**config.mk**
```make
export PLATFORM = sky130hd
export DESIGN_NAME = game_flow_ctrl
export DESIGN_NICKNAME = d
export VERILOG_FILES = /design/src/rtl/game_pkg.sv /design/src/rtl/game_flow_ctrl_btn_debounce.sv /design/src/rtl/game_flow_ctrl.sv
export SDC_FILE = /design/constraint.sdc
export NUM_CORES = 1
export LEC_CHECK = 0
export CORE_ASPECT_RATIO = 0.8
export CORE_MARGIN = 4
export CORE_UTILIZATION = 49
export DETAILED_ROUTE_END_ITERATION = 7
export GPL_TIMING_DRIVEN = 0
export PLACE_DENSITY = 0.83
export SLEW_MARGIN = 10
export SYNTH_ARGS = -nofsm -noshare
export SYNTH_HDL_FRONTEND = slang
export SYNTH_SLANG_ARGS = --single-unit
```
**constraint.sdc**
```tcl
create_clock -name clk -period 3.25 [get_ports clk]
set_input_delay 0.65 -clock clk [delete_from_list [all_inputs] [get_ports clk]]
set_output_delay 0.65 -clock clk [all_outputs]
set_load 0.05 [all_outputs]
```
**src/rtl/game_pkg.sv**
```systemverilog
// Shared definitions for the game flow controller: panel geometry, RGB565
// colours, FSM state encoding and the ASK-screen cursor bands.
package game_pkg;

    localparam int SCREEN_W    = 96;
    localparam int SCREEN_H    = 64;
    localparam int PIXEL_COUNT = SCREEN_W * SCREEN_H;

    localparam logic [15:0] BLACK  = 16'h0000;
    localparam logic [15:0] WHITE  = 16'hFFFF;
    localparam logic [15:0] RED    = 16'hF800;
    localparam logic [15:0] GREEN  = 16'h07E0;
    localparam logic [15:0] BLUE   = 16'h001F;
    localparam logic [15:0] YELLOW = 16'hFFE0;

    typedef enum logic [1:0] {
        GS_IDLE   = 2'd0,
        GS_ASK    = 2'd1,
        GS_RESULT = 2'd2
    } game_state_e;

    // Plain-vector aliases of the enum so older modules can keep a logic [1:0] register.
    localparam logic [1:0] ST_IDLE   = 2'(GS_IDLE);
    localparam logic [1:0] ST_ASK    = 2'(GS_ASK);
    localparam logic [1:0] ST_RESULT = 2'(GS_RESULT);

    localparam logic [6:0] CURSOR_X_LO  = 7'd18;
    localparam logic [6:0] CURSOR_X_HI  = 7'd20;
    localparam logic [5:0] CURSOR1_Y_LO = 6'd35;
    localparam logic [5:0] CURSOR1_Y_HI = 6'd39;
    localparam logic [5:0] CURSOR2_Y_LO = 6'd44;
    localparam logic [5:0] CURSOR2_Y_HI = 6'd48;

    function automatic logic in_cursor_band(input logic [6:0] px,
                                            input logic [5:0] py,
                                            input logic [1:0] cur);
        logic in_x;
        logic in_y1;
        logic in_y2;
        in_x  = (px >= CURSOR_X_LO) && (px <= CURSOR_X_HI);
        in_y1 = (py >= CURSOR1_Y_LO) && (py <= CURSOR1_Y_HI);
        in_y2 = (py >= CURSOR2_Y_LO) && (py <= CURSOR2_Y_HI);
        return in_x && (((cur == 2'd1) && in_y1) || ((cur == 2'd2) && in_y2));
    endfunction

endpackage

```
**src/rtl/game_flow_ctrl_btn_debounce.sv**
```systemverilog
// Button debouncer: a level is accepted only after it has held for
// DEBOUNCE_CYCLES consecutive clocks; an accepted rising level emits one pulse.
module btn_debounce #(
    parameter int DEBOUNCE_CYCLES = 4000
) (
    input  logic clk,
    input  logic rst_n,
    input  logic btn,
    output logic rise
);

    localparam int CW = (DEBOUNCE_CYCLES > 1) ? $clog2(DEBOUNCE_CYCLES) : 1;

    logic [CW-1:0] cnt;
    logic          level;

    // cnt tracks how long btn has disagreed with the accepted level.
    always_ff @(posedge clk or negedge rst_n) begin
        if (!rst_n) begin
            cnt   <= '0;
            level <= 1'b0;
            rise  <= 1'b0;
        end else begin
            rise <= 1'b0;
            if (btn == level) begin
                cnt <= '0;
            end else if (cnt == CW'(DEBOUNCE_CYCLES - 1)) begin
                level <= btn;
                rise  <= btn;
                cnt   <= '0;
            end else begin
                cnt <= cnt + 1'b1;
            end
        end
    end

endmodule

```
**src/rtl/game_flow_ctrl.sv**
```systemverilog
// Game flow controller: IDLE -> ASK -> RESULT screen sequencing and pixel mux.
// Optional macro GAME_TIMEOUT_EN adds an ASK timeout that auto-confirms option 1.
module game_flow_ctrl
    import game_pkg::*;
#(
    parameter int DEBOUNCE_CYCLES = 4000,
    parameter int RESULT_FRAMES   = 60,
    parameter int TIMEOUT_FRAMES  = 600
) (
    input  logic        clk,
    input  logic        rst_n,
    input  logic        frame_begin,
    input  logic [12:0] pixel_index,
    input  logic        btn_up,
    input  logic        btn_down,
    input  logic        btn_centre,
    input  logic [15:0] scr_data0,
    input  logic [15:0] scr_data1,
    input  logic [15:0] scr_data2,
    input  logic [15:0] scr_data3,
    output logic [6:0]  x,
    output logic [5:0]  y,
    output logic [15:0] oled_data,
    output logic [1:0]  choice,
    output logic        choice_valid
);

`ifdef GAME_TIMEOUT_EN
    localparam int FRAME_MAX = (TIMEOUT_FRAMES > RESULT_FRAMES) ? TIMEOUT_FRAMES : RESULT_FRAMES;
`else
    localparam int FRAME_MAX = RESULT_FRAMES;
`endif
    localparam int              FCW       = $clog2(FRAME_MAX + 1);
    localparam logic [FCW-1:0]  FRAME_SAT = FCW'(FRAME_MAX);

    logic           up_ev;
    logic           down_ev;
    logic           centre_ev;
    logic [1:0]     state;
    logic [1:0]     cursor;
    logic [FCW-1:0] frame_cnt;
    logic           in_range;
    logic           pix_ok;
    logic [6:0]     pix_x;
    logic [5:0]     pix_y;
    logic [15:0]    screen_px;

    btn_debounce #(.DEBOUNCE_CYCLES(DEBOUNCE_CYCLES)) u_db_up (
        .clk(clk), .rst_n(rst_n), .btn(btn_up), .rise(up_ev)
    );
    btn_debounce #(.DEBOUNCE_CYCLES(DEBOUNCE_CYCLES)) u_db_down (
        .clk(clk), .rst_n(rst_n), .btn(btn_down), .rise(down_ev)
    );
    btn_debounce #(.DEBOUNCE_CYCLES(DEBOUNCE_CYCLES)) u_db_centre (
        .clk(clk), .rst_n(rst_n), .btn(btn_centre), .rise(centre_ev)
    );

    assign in_range = (pixel_index < 13'(PIXEL_COUNT));
    assign pix_x    = 7'(pixel_index % 13'(SCREEN_W));
    assign pix_y    = 6'(pixel_index / 13'(SCREEN_W));

    always_comb begin
        screen_px = scr_data0;
        case (state)
            ST_ASK:    screen_px = in_cursor_band(x, y, cursor) ? RED : scr_data1;
            ST_RESULT: screen_px = (choice == 2'd2) ? scr_data3 : scr_data2;
            default:   screen_px = scr_data0;
        endcase
    end

    // Two-stage pixel pipeline; pix_ok carries the off-panel flag alongside x/y.
    always_ff @(posedge clk or negedge rst_n) begin
        if (!rst_n) begin
            x         <= '0;
            y         <= '0;
            pix_ok    <= 1'b0;
            oled_data <= BLACK;
        end else begin
            pix_ok    <= in_range;
            x         <= in_range ? pix_x : 7'd0;
            y         <= in_range ? pix_y : 6'd0;
            oled_data <= pix_ok ? screen_px : BLACK;
        end
    end

    // Centre is tested first in ASK so it confirms the cursor as it stood before any move.
    always_ff @(posedge clk or negedge rst_n) begin
        if (!rst_n) begin
            state        <= ST_IDLE;
            cursor       <= 2'd1;
            choice       <= 2'd0;
            choice_valid <= 1'b0;
            frame_cnt    <= '0;
        end else begin
            choice_valid <= 1'b0;
            case (state)
                ST_IDLE: begin
                    if (centre_ev) begin
                        state     <= ST_ASK;
                        cursor    <= 2'd1;
                        frame_cnt <= '0;
                    end
                end
                ST_ASK: begin
                    if (centre_ev) begin
                        choice       <= cursor;
                        choice_valid <= 1'b1;
                        state        <= ST_RESULT;
                        frame_cnt    <= '0;
                    end else begin
                        if (up_ev && !down_ev) begin
                            cursor <= 2'd1;
                        end else if (down_ev && !up_ev) begin
                            cursor <= 2'd2;
                        end
`ifdef GAME_TIMEOUT_EN
                        if (frame_begin) begin
                            if (frame_cnt == FCW'(TIMEOUT_FRAMES - 1)) begin
                                choice       <= 2'd1;
                                choice_valid <= 1'b1;
                                state        <= ST_RESULT;
                                frame_cnt    <= '0;
                            end else if (frame_cnt != FRAME_SAT) begin
                                frame_cnt <= frame_cnt + 1'b1;
                            end
                        end
`endif
                    end
                end
                ST_RESULT: begin
                    if (frame_begin) begin
                        if (frame_cnt == FCW'(RESULT_FRAMES - 1)) begin
                            state     <= ST_IDLE;
                            frame_cnt <= '0;
                        end else if (frame_cnt != FRAME_SAT) begin
                            frame_cnt <= frame_cnt + 1'b1;
                        end
                    end
                end
                default: begin
                    state     <= ST_IDLE;
                    frame_cnt <= '0;
                end
            endcase
        end
    end

endmodule

```
; Word level (Yosys, flattened, before mapping)
; Index checks and enable logic that the tools add are counted.
[word_totals]
ram_bits = 0
latchBits = 0
rom_bits = 0
output_inout_bits = 32
inputBits = 83
mem_count = 0
word_cells = 110
register_bits = 85
[op_classes]
muxes = 34
mul = 0
n_eq_ne = 21
n_div = 2
reduce_logical = 21
shifts = 0
magnitude_cmp = 7
bitwise = 3
addsub = 4
[op_table]
columns = op, count
row1 = $mux 12, 6
row2 = $mux 16, 3
row3 = $add 12x1->12 const B, 3
row4 = $eq 12x12->1 const B, 3
row5 = $pmux 16 s2, 1
row6 = $mux 6, 5
row7 = $mux 2, 7
row8 = $div 13x7->13 const B, 1
row9 = $lt 13x13->1 const B, 1
row10 = $mod 13x7->13 const B, 1
row11 = $ge 6x6->1 const B, 2
row12 = $le 6x6->1 const B, 2
row13 = $pmux 6 s2, 1
row14 = $logic_and 1x1->1, 8
row15 = $mux 1, 8
row16 = $reduce_and 2->1, 4
row17 = $reduce_and 4->1, 2
row18 = $ge 7x5->1 const B, 1
row19 = $le 7x5->1 const B, 1
row20 = $mux 7, 1
row21 = $add 6x1->6 const B, 1
row22 = $eq 2x2->1 const B, 3
row23 = $eq 6x6->1 const B, 1
row24 = $ne 2x1->1 const B, 3
row25 = other kinds (14), 23

; Longest topological paths before layout
; Gate-level depths: netlist of the first run.
[depth]
ltp_word = 8
depth_mapped = 8
depth_no_buf = 8

; Cells and area by module
; From an unflattened synthesis of the first run, not the netlist that was laid out.
[hier_totals]
cells_unflattened = 508
hier_area_um2 = 4874.7
[by_module_without_submodules]
columns = mod, cells_per_inst, instances, area_each_um2, seq_area_each_um2
row1 = game_flow_ctrl, 316, 1, 2810.2, 1077.3
row2 = btn_debounce, 64, 3, 688.2, 350.3

; Least setup slack after synthesis of the first run
; Ideal clock, no wire load.
[synth_timing]
kind = input -> register
from = input port pixel_index[12]
to = register y[0]
setup_ps = 146
setup_slack_ps = 1058
n_path_buf = 1
required_ps = 3104
arrival_time_ps = 2046
cell_stages = 7
cell_sequence = buf_2 -> nor2b_1 -> a22o_1 -> a211oi_2 -> nand3_1 -> a221oi_1 -> a221oi_1
[synth_between]
elab_chain_cells = 2
word_cells_on_any_way = 3
classes_between = 1 x div / 1 x order compare / 1 x mux
[synth_rtl]
columns = item, line_no
row1 = "start, declared", game_flow_ctrl.sv:13  ; input logic [12:0] pixel_index,
row2 = $div 13x7->13 / $lt 13x13->1 (equally long branches), "game_flow_ctrl.sv:60, game_flow_ctrl.sv:58"
row3 = $mux 6 *, game_flow_ctrl.sv:81  ; y <= in_range ? pix_y : 6'd0;
row4 = "end signal, assigned", game_flow_ctrl.sv:81
row5 = "end, declared", game_flow_ctrl.sv:22  ; output logic [5:0] y,
; Mark *: on every way between the ends. The rest lies on a longest branch, timed or not.
; A chain may end at the register's enable or synchronous reset.

; Final worst setup path of the first run
[layout_timing]
from = register cursor[0]
to = register oled_data[8]
[layout_between]
elab_chain_cells = 7
word_cells_on_any_way = 9
classes_between = 2 x eq/ne / 3 x mux / 4 x reduce/logical
[layout_rtl]
columns = item, line_no
row1 = "start, declared", game_flow_ctrl.sv:40  ; logic [1:0] cursor;
row2 = "start signal, assigned", game_flow_ctrl.sv:90  ; cursor <= 2'd1;
row3 = "start signal, assigned", game_flow_ctrl.sv:100  ; cursor <= 2'd1;
row4 = "start signal, assigned", game_flow_ctrl.sv:112  ; cursor <= 2'd1;
row5 = $eq 2x1->1 / $eq 2x2->1 (equally long branches), game_pkg.sv:43  ; return in_x && (((cur == 2'd1) && in_y1) || ((cur == 2'd2) && in_y2));
row6 = $logic_and 1x1->1, game_pkg.sv:43
row7 = $logic_or 1x1->1 *, game_pkg.sv:43
row8 = $logic_and 1x1->1 *, game_pkg.sv:43
row9 = $mux 16 *, game_flow_ctrl.sv:65  ; ST_ASK: screen_px = in_cursor_band(x, y, cursor) ? RED : scr_data1;
row10 = $pmux 16 s2 *, game_flow_ctrl.sv:64  ; case (state)
row11 = $mux 16 *, game_flow_ctrl.sv:82  ; oled_data <= pix_ok ? screen_px : BLACK;
row12 = "end signal, assigned", game_flow_ctrl.sv:82
row13 = "end, declared", game_flow_ctrl.sv:23  ; output logic [15:0] oled_data,
; Marks and branches as above.

==> impl_metrics.json, run 1 <==
{
  "p_clk_share_pct": 27.6,
  "pin_count_of_the_biggest_net_entering_global_routing": 61,
  "drt-vias-per-instance": 5.65,
  "worstPathMaxFanout": 10,
  "synth-xor-area-share_pct": 6.39,
  "synthTopCellsByCount": "dfrtp_1 (84), nand2_1 (58), nor2_1 (58)",
  "gp_congestion": 0.903,
  "die_width_um": 117,
  "total_power_mw": 3.76,
  "synth.lib_cells_used.distinct": 55,
  "io_buffer_count": 114,
  "cts_tree": "yes",
  "startpoint_type": "register",
  "vias": 4250,
  "cts.repair.resized": 0,
  "synth_compound_area_share_pct": 14.2,
  "leakage_nw": 2.58,
  "start_to_end_type_of_the_worst_setup_path": "reg2reg",
  "die_area_um2": 11100,
  "async_flop_share_pct": 100,
  "postRouteWirelength_um": 12300,
  "synth-edff-count": 0,
  "grt_pass1_wl_um": 19500,
  "drv_slew": 0,
  "r2r-start": "cursor[0]$_DFFE_PN1P_",
  "placeable_core_region_um2": 9150,
  "finish.net_count": 724,
  "timing.critical_path.arrival_ps": 2890,
  "power_per_cell_area_nw_per_um2": 599,
  "gr-total-overflow": 0,
  "dp_hpwl_um": 9480,
  "postSynth.topFlopCell": "dfrtp_1",
  "drt.antenna.violating_nets": 0,
  "max-slew-margin-rel_pct": 26.3,
  "initial_core_utilization_pct": 50.9,
  "globalRouteTotalUtil_pct": 22.1,
  "min_path_type": "in2async",
  "synth_top_area_share_pct": 45.1,
  "critical_path.cell_chain": "nor4b_1 -> a21oi_1 -> nor4_1 -> nor2b_1 -> clkbuf_1 -> nand2_1 -> a31oi_1",
  "pwr-share-comb_pct": 38.7,
  "syn-instance-count": 506,
  "cap_viol_max_count": 0,
  "clock_tree.root_cell": "clkbuf_16",
  "clock_sinks": 85,
  "vdd.ir_drop.worst_uv": 353,
  "worst_slew_pin_slew_ps": 1100,
  "netlist.top_cell.by_area": "dfrtp_1",
  "finClkSkew_ps": 10.5,
  "firstDrtPassIters": 5,
  "buffer_depth_of_the_longest_clock_path": 2,
  "synth-simple-area-share_pct": 22.0,
  "proportion_of_layout_cells_with_a_drive_suffix_above_1_pct": 8.63,
  "required_ps": 3420,
  "synthAdderAreaFrac_pct": 2.42,
  "switching_power_mw": 1.41,
  "floorplan_die_height_um": 95.2,
  "routedWlPerCell_um": 16.3,
  "num_rows": 31,
  "setup_repair_after_global_routing_missed_its_margin": "no",
  "worst_path_buffer_plus_inverter_count": 1,
  "clkSlewWorstSetupHoldPaths_ps": 60,
  "synth_seq_area_share_pct": 45.7,
  "syn_avg_cell_area_um2": 9.20,
  "p_int_mw": 2.35,
  "register_to_register_path_depth": 7,
  "share_seq_of_total_power_pct": 33.7,
  "number_of_antenna_violations_at_the_first_check_in_global_routing": 0,
  "clock_tree.htree_level_count": 3,
  "synth-warning-count": 0,
  "power.share.switching_pct": 37.6,
  "synth.ff_latch_count": 85,
  "first_global_vias": 4246,
  "mappedNetlistNets": 598,
  "final-hold-violation-count": 0,
  "cts-hold-fix-buffers": 0,
  "setup_viol_count_final": 0,
  "synth_top_area_cells": "dfrtp_1 (45%), mux2_2 (4.8%), nand2_1 (4.7%), nor2_1 (4.7%), o21ai_0 (4.0%)",
  "clock_latency_at_the_later_pin_of_the_worst_skew_pair_ps": 330,
  "area_growth_syn_to_layout_pct": 34.7,
  "synth.most_common_cell": "dfrtp_1",
  "synth.cell_area_um2": 4660,
  "crit-reg2reg-capture": "oled_data[8]$_DFF_PN0_",
  "synth.mux.area_fraction_pct": 5.48,
  "reg2reg_setup_slack_ps": 530,
  "crit_share_post_route_pct": 83.6,
  "run_status": "finished clean",
  "timing.setup.tns_ps": 0,
  "slowest_stage": "nor4_1",
  "crit_path_max_incr_delay_ps": 940,
  "drc": 0,
  "fin_crit_ps": 2720,
  "synth_top_family_by_area": "simple AND/OR/NAND/NOR gates",
  "num_antenna_cells": 0,
  "top_level_ports": 115,
  "path_delay_family": "simple AND/OR/NAND/NOR gates",
  "cts_inserted_buffers": 9,
  "worst_setup_path_end_kind": "register",
  "post-cts-setup-buffer-count": 0,
  "drtIter0Drc": 300,
  "max_freq_mhz": 368
}
-- flip-flops by register name, summed over array words and instances (netlist names), 2 cells and up --
| register | cells |
|---|---|
| state | 2 |
| u_db_up.cnt | 12 |
| cursor | 2 |
| y | 6 |
| choice | 2 |
| x | 7 |
| u_db_centre.cnt | 12 |
| u_db_down.cnt | 12 |
| oled_data | 16 |
| frame_cnt | 6 |
-- area by class of cell --
| cell class | instances | area, um^2 |
|---|---|---|
| inverter | 20 | 75.1 |
| clock inverter | 3 | 45.0 |
| timing repair buffer | 115 | 1170 |
| tap | 115 | 144 |
| fill | 687 | 2880 |
| multi-input combinational | 378 | 2350 |
| clock buffer | 13 | 260 |
| buffer | 23 | 101 |
| sequential | 85 | 2130 |
-- worst max path at each step --
stage | from | endpoint | cells after the start
6_report | cursor[0]$_DFFE_PN1P_ | oled_data[8]$_DFF_PN0_ | 7
5_1_grt | cursor[0]$_DFFE_PN1P_ | oled_data[8]$_DFF_PN0_ | 7
4_1_cts | cursor[0]$_DFFE_PN1P_ | oled_data[8]$_DFF_PN0_ | 7
3_5_place_dp | pixel_index[9] | y[0]$_DFF_PN0_ | 7
3_3_place_gp | rst_n | x[5]$_DFF_PN0_ | 1
2_1_floorplan | pixel_index[12] | y[0]$_DFF_PN0_ | 7
-- placed cells by master (no fill, tap or decap), drive strengths merged, types with 10 or more instances in the layout --
cell | netlist | layout
inv | 20 | 20
xnor2 | 15 | 15
a31oi | 18 | 18
a21oi | 12 | 12
o21ai | 38 | 38
nand4 | 11 | 11
xor2 | 19 | 19
nand2 | 58 | 58
mux2 | 20 | 20
nor2 | 58 | 58
dfrtp | 84 | 84
buf | 8 | 10
nand3 | 27 | 27
clkbuf | 15 | 28
nor3 | 14 | 14
clkdlybuf4s50 | 0 | 113
-- cell families after synthesis --
family / count (synthesis)
xor gates and xnor gates: 34
DFF: 85
and+or+nand+nor: 213
muxes: 23
buffers and inverters: 43
adders and majority gates: 9
AOI/OAI and AO/OA: 99
-- metrics by stage --
stage	instance area (um^2)	hold WS, ps	util (%)	cells	setup WS, ps
finish	6270	233	68.5	752	533
global route	6270	249	68.5	752	323
CTS	6270	236	68.5	752	526
detailed placement	5970	479	65.2	736	298
global placement	5940	465	64.9	735	-1480
floorplan	4660	354	-	506	1060
-- per-layer routing --
| layer | GRT usage (%) | routed length, um | vias up |
|---|---|---|---|
| met1 | 26.5 | 5040 | 2019 |
| li1 | - | - | 2026 |
| met3 | 4.51 | 964 | 20 |
| met2 | 39.4 | 6020 | 185 |
| met5 | 0 | 0 | - |
| met4 | 7.93 | 265 | 0 |
-- power groups by stage --
stage / registers, mW / logic [mW] / clock network, mW
2_1_floorplan: 1.67 / 0.520 / 0
3_3_place_gp: 1.28 / 1.41 / 0
3_5_place_dp: 1.28 / 1.45 / 0
4_1_cts: 1.27 / 1.46 / 1.05
5_1_grt: 1.28 / 1.56 / 1.11
6_report: 1.27 / 1.46 / 1.04
(Power assumes the default switching activity.)
==> run 2: changes to the inputs <==
Settings changed: CORE_UTILIZATION 49 to 45, PLACE_DENSITY 0.83 to 0.81.
Clock period 3.25 ns to 2.4 ns, I/O delays scaled along.
==> impl_metrics.json, run 2 (synthesis results as in run 1) <==
{
  "run_status": "finished clean",
  "clock_sinks": 85,
  "initial_core_utilization_pct": 47.3,
  "crit-reg2reg-capture": "oled_data[5]$_DFF_PN0_",
  "vdd.ir_drop.worst_uv": 312,
  "fin_crit_ps": 2400,
  "clock_tree.root_cell": "clkbuf_16",
  "r2r-start": "x[5]$_DFF_PN0_",
  "num_antenna_cells": 0,
  "placeable_core_region_um2": 9850,
  "postRouteWirelength_um": 12600,
  "drt.antenna.violating_nets": 0,
  "largest_reg_flops": 16,
  "leakage_nw": 2.67,
  "number_of_antenna_violations_at_the_first_check_in_global_routing": 0,
  "finish.net_count": 730,
  "worst_setup_path_end_kind": "register",
  "die_area_um2": 12100,
  "dpl_worst_slack_ps": -419,
  "drt-vias-per-instance": 5.56,
  "drc": 0,
  "area_growth_syn_to_layout_pct": 38.8,
  "worst_slew_pin_slew_ps": 679,
  "reg2reg_setup_slack_ps": 170,
  "startpoint_type": "input pin",
  "worstPathMaxFanout": 10,
  "buffer_depth_of_the_longest_clock_path": 2,
  "globalRouteTotalUtil_pct": 21.1,
  "dp_hpwl_um": 9230,
  "required_ps": 2590,
  "setup_ws_ps": 3.54,
  "first_global_vias": 4300,
  "finClkSkew_ps": 11.8,
  "final_cell_mix": "clkdlybuf4s50_1 (110), dfrtp_1 (84), nor2_1 (58), nand2_1 (58), o21ai_0 (37)",
  "setup_viol_count_final": 0,
  "gr-total-overflow": 0,
  "min_path_type": "in2async",
  "firstDrtPassIters": 5,
  "power_per_cell_area_nw_per_um2": 799,
  "drv_slew": 0,
  "routedWlPerCell_um": 16.2,
  "gp_congestion": 0.845,
  "clkSlewWorstSetupHoldPaths_ps": 70,
  "final-hold-violation-count": 0,
  "timing.critical_path.arrival_ps": 2590,
  "cts_inserted_buffers": 9,
  "num_rows": 32,
  "proportion_of_layout_cells_with_a_drive_suffix_above_1_pct": 11.0,
  "io_buffer_count": 114,
  "floorplan_die_height_um": 99.0,
  "clock_latency_at_the_later_pin_of_the_worst_skew_pair_ps": 340,
  "die_width_um": 122,
  "cts-hold-fix-buffers": 0,
  "drtIter0Drc": 241,
  "max-slew-margin-rel_pct": 54.7,
  "grt_pass1_wl_um": 20500,
  "max_freq_mhz": 417,
  "top_level_ports": 115,
  "cap_viol_max_count": 0,
  "crit_share_post_route_pct": 99.9,
  "start_to_end_type_of_the_worst_setup_path": "in2reg",
  "pin_count_of_the_biggest_net_entering_global_routing": 58,
  "clock_tree.htree_level_count": 3,
  "register_to_register_path_depth": 7,
  "fin_util_pct": 65.6,
  "cts_tree": "yes",
  "final_common_cell": "clkdlybuf4s50_1",
  "total_power_mw": 5.16,
  "registers.top_by_ff_count": "oled_data",
  "vias": 4329
}
[run 2: cell count changes in the layout (fill, tap and decap cells not counted), sizes merged]
cell	delta
clkinv	+1
dlymetal6s2s	+3
inv	+2
clkbuf	-3
clkdlybuf4s50	-3
a221oi	+1
clkinvlp	+1
buf	+4
[run 2: worst max-delay path, cell delays in order]
cell	delay, ps
clkdlybuf4s50_1	410
clkbuf_4	200
buf_2	200
o21a_1	280
a221o_2	480
a32o_1	220
mux2i_1	200
a221oi_2	110
[run 2: what timing repair did]
action                                  in CTS  in global routing
pin swaps                                    3                  2
gates cloned                                 1                  0
hold endpoints to repair                     0                  0
resized for setup                            9                 11
endpoints found under the setup margin      14                 13
buffers inserted                             2                  3
[run 2: metal layers]
| metal | vias up | global-route usage, % | routed length, um |
|---|---|---|---|
| li1 | 2044 | - | - |
| met5 | - | 0 | 0 |
| met4 | 0 | 6.98 | 259 |
| met2 | 192 | 36.1 | 6070 |
| met3 | 23 | 5.39 | 922 |
| met1 | 2070 | 26.1 | 5400 |
[run 2: worst max path at each step]
stage | from | end | slack (ps) | depth (start not counted)
CTS | pixel_index[12] | y[0]$_DFF_PN0_ | 2 | 9
detailed placement | cursor[0]$_DFFE_PN1P_ | oled_data[5]$_DFF_PN0_ | -420 | 7
global route | pixel_index[11] | y[0]$_DFF_PN0_ | -100 | 7
finish | pixel_index[10] | y[0]$_DFF_PN0_ | 4 | 8
global placement | rst_n | y[5]$_DFF_PN0_ | -2160 | 1
floorplan | y[4]$_DFF_PN0_ | oled_data[10]$_DFF_PN0_ | 310 | 7
[run 2: cell type report]
cell class / instances / area (um^2)
clock buffers: 9 / 225
flip-flops and latches: 85 / 2130
multi-input cells: 379 / 2440
inverters: 20 / 78.8
fillers: 808 / 3390
well taps: 136 / 170
repair buffers: 120 / 1210
plain buffers: 23 / 116
clock inverters: 7 / 90.1
[run 2: stage by stage]
stage / TNS, ps / hold WS, ps / std cells / instance area, um^2
floorplan: 0 / 184 / 506 / 4660
global placement: -186490 / 467 / 756 / 5970
detailed placement: -5130 / 437 / 757 / 5990
CTS: 0 / 63.5 / 776 / 6390
global route: -98.1 / 76.8 / 779 / 6460
finish: 0 / 62.4 / 779 / 6460
[run 2: where the power goes]
| part | switching, mW | internal, mW | leakage [nW] |
|---|---|---|---|
| Combinational | 1.30 | 0.705 | 1.39 |
| Sequential | 0.0853 | 1.62 | 1.12 |
| Clock | 0.614 | 0.830 | 0.147 |
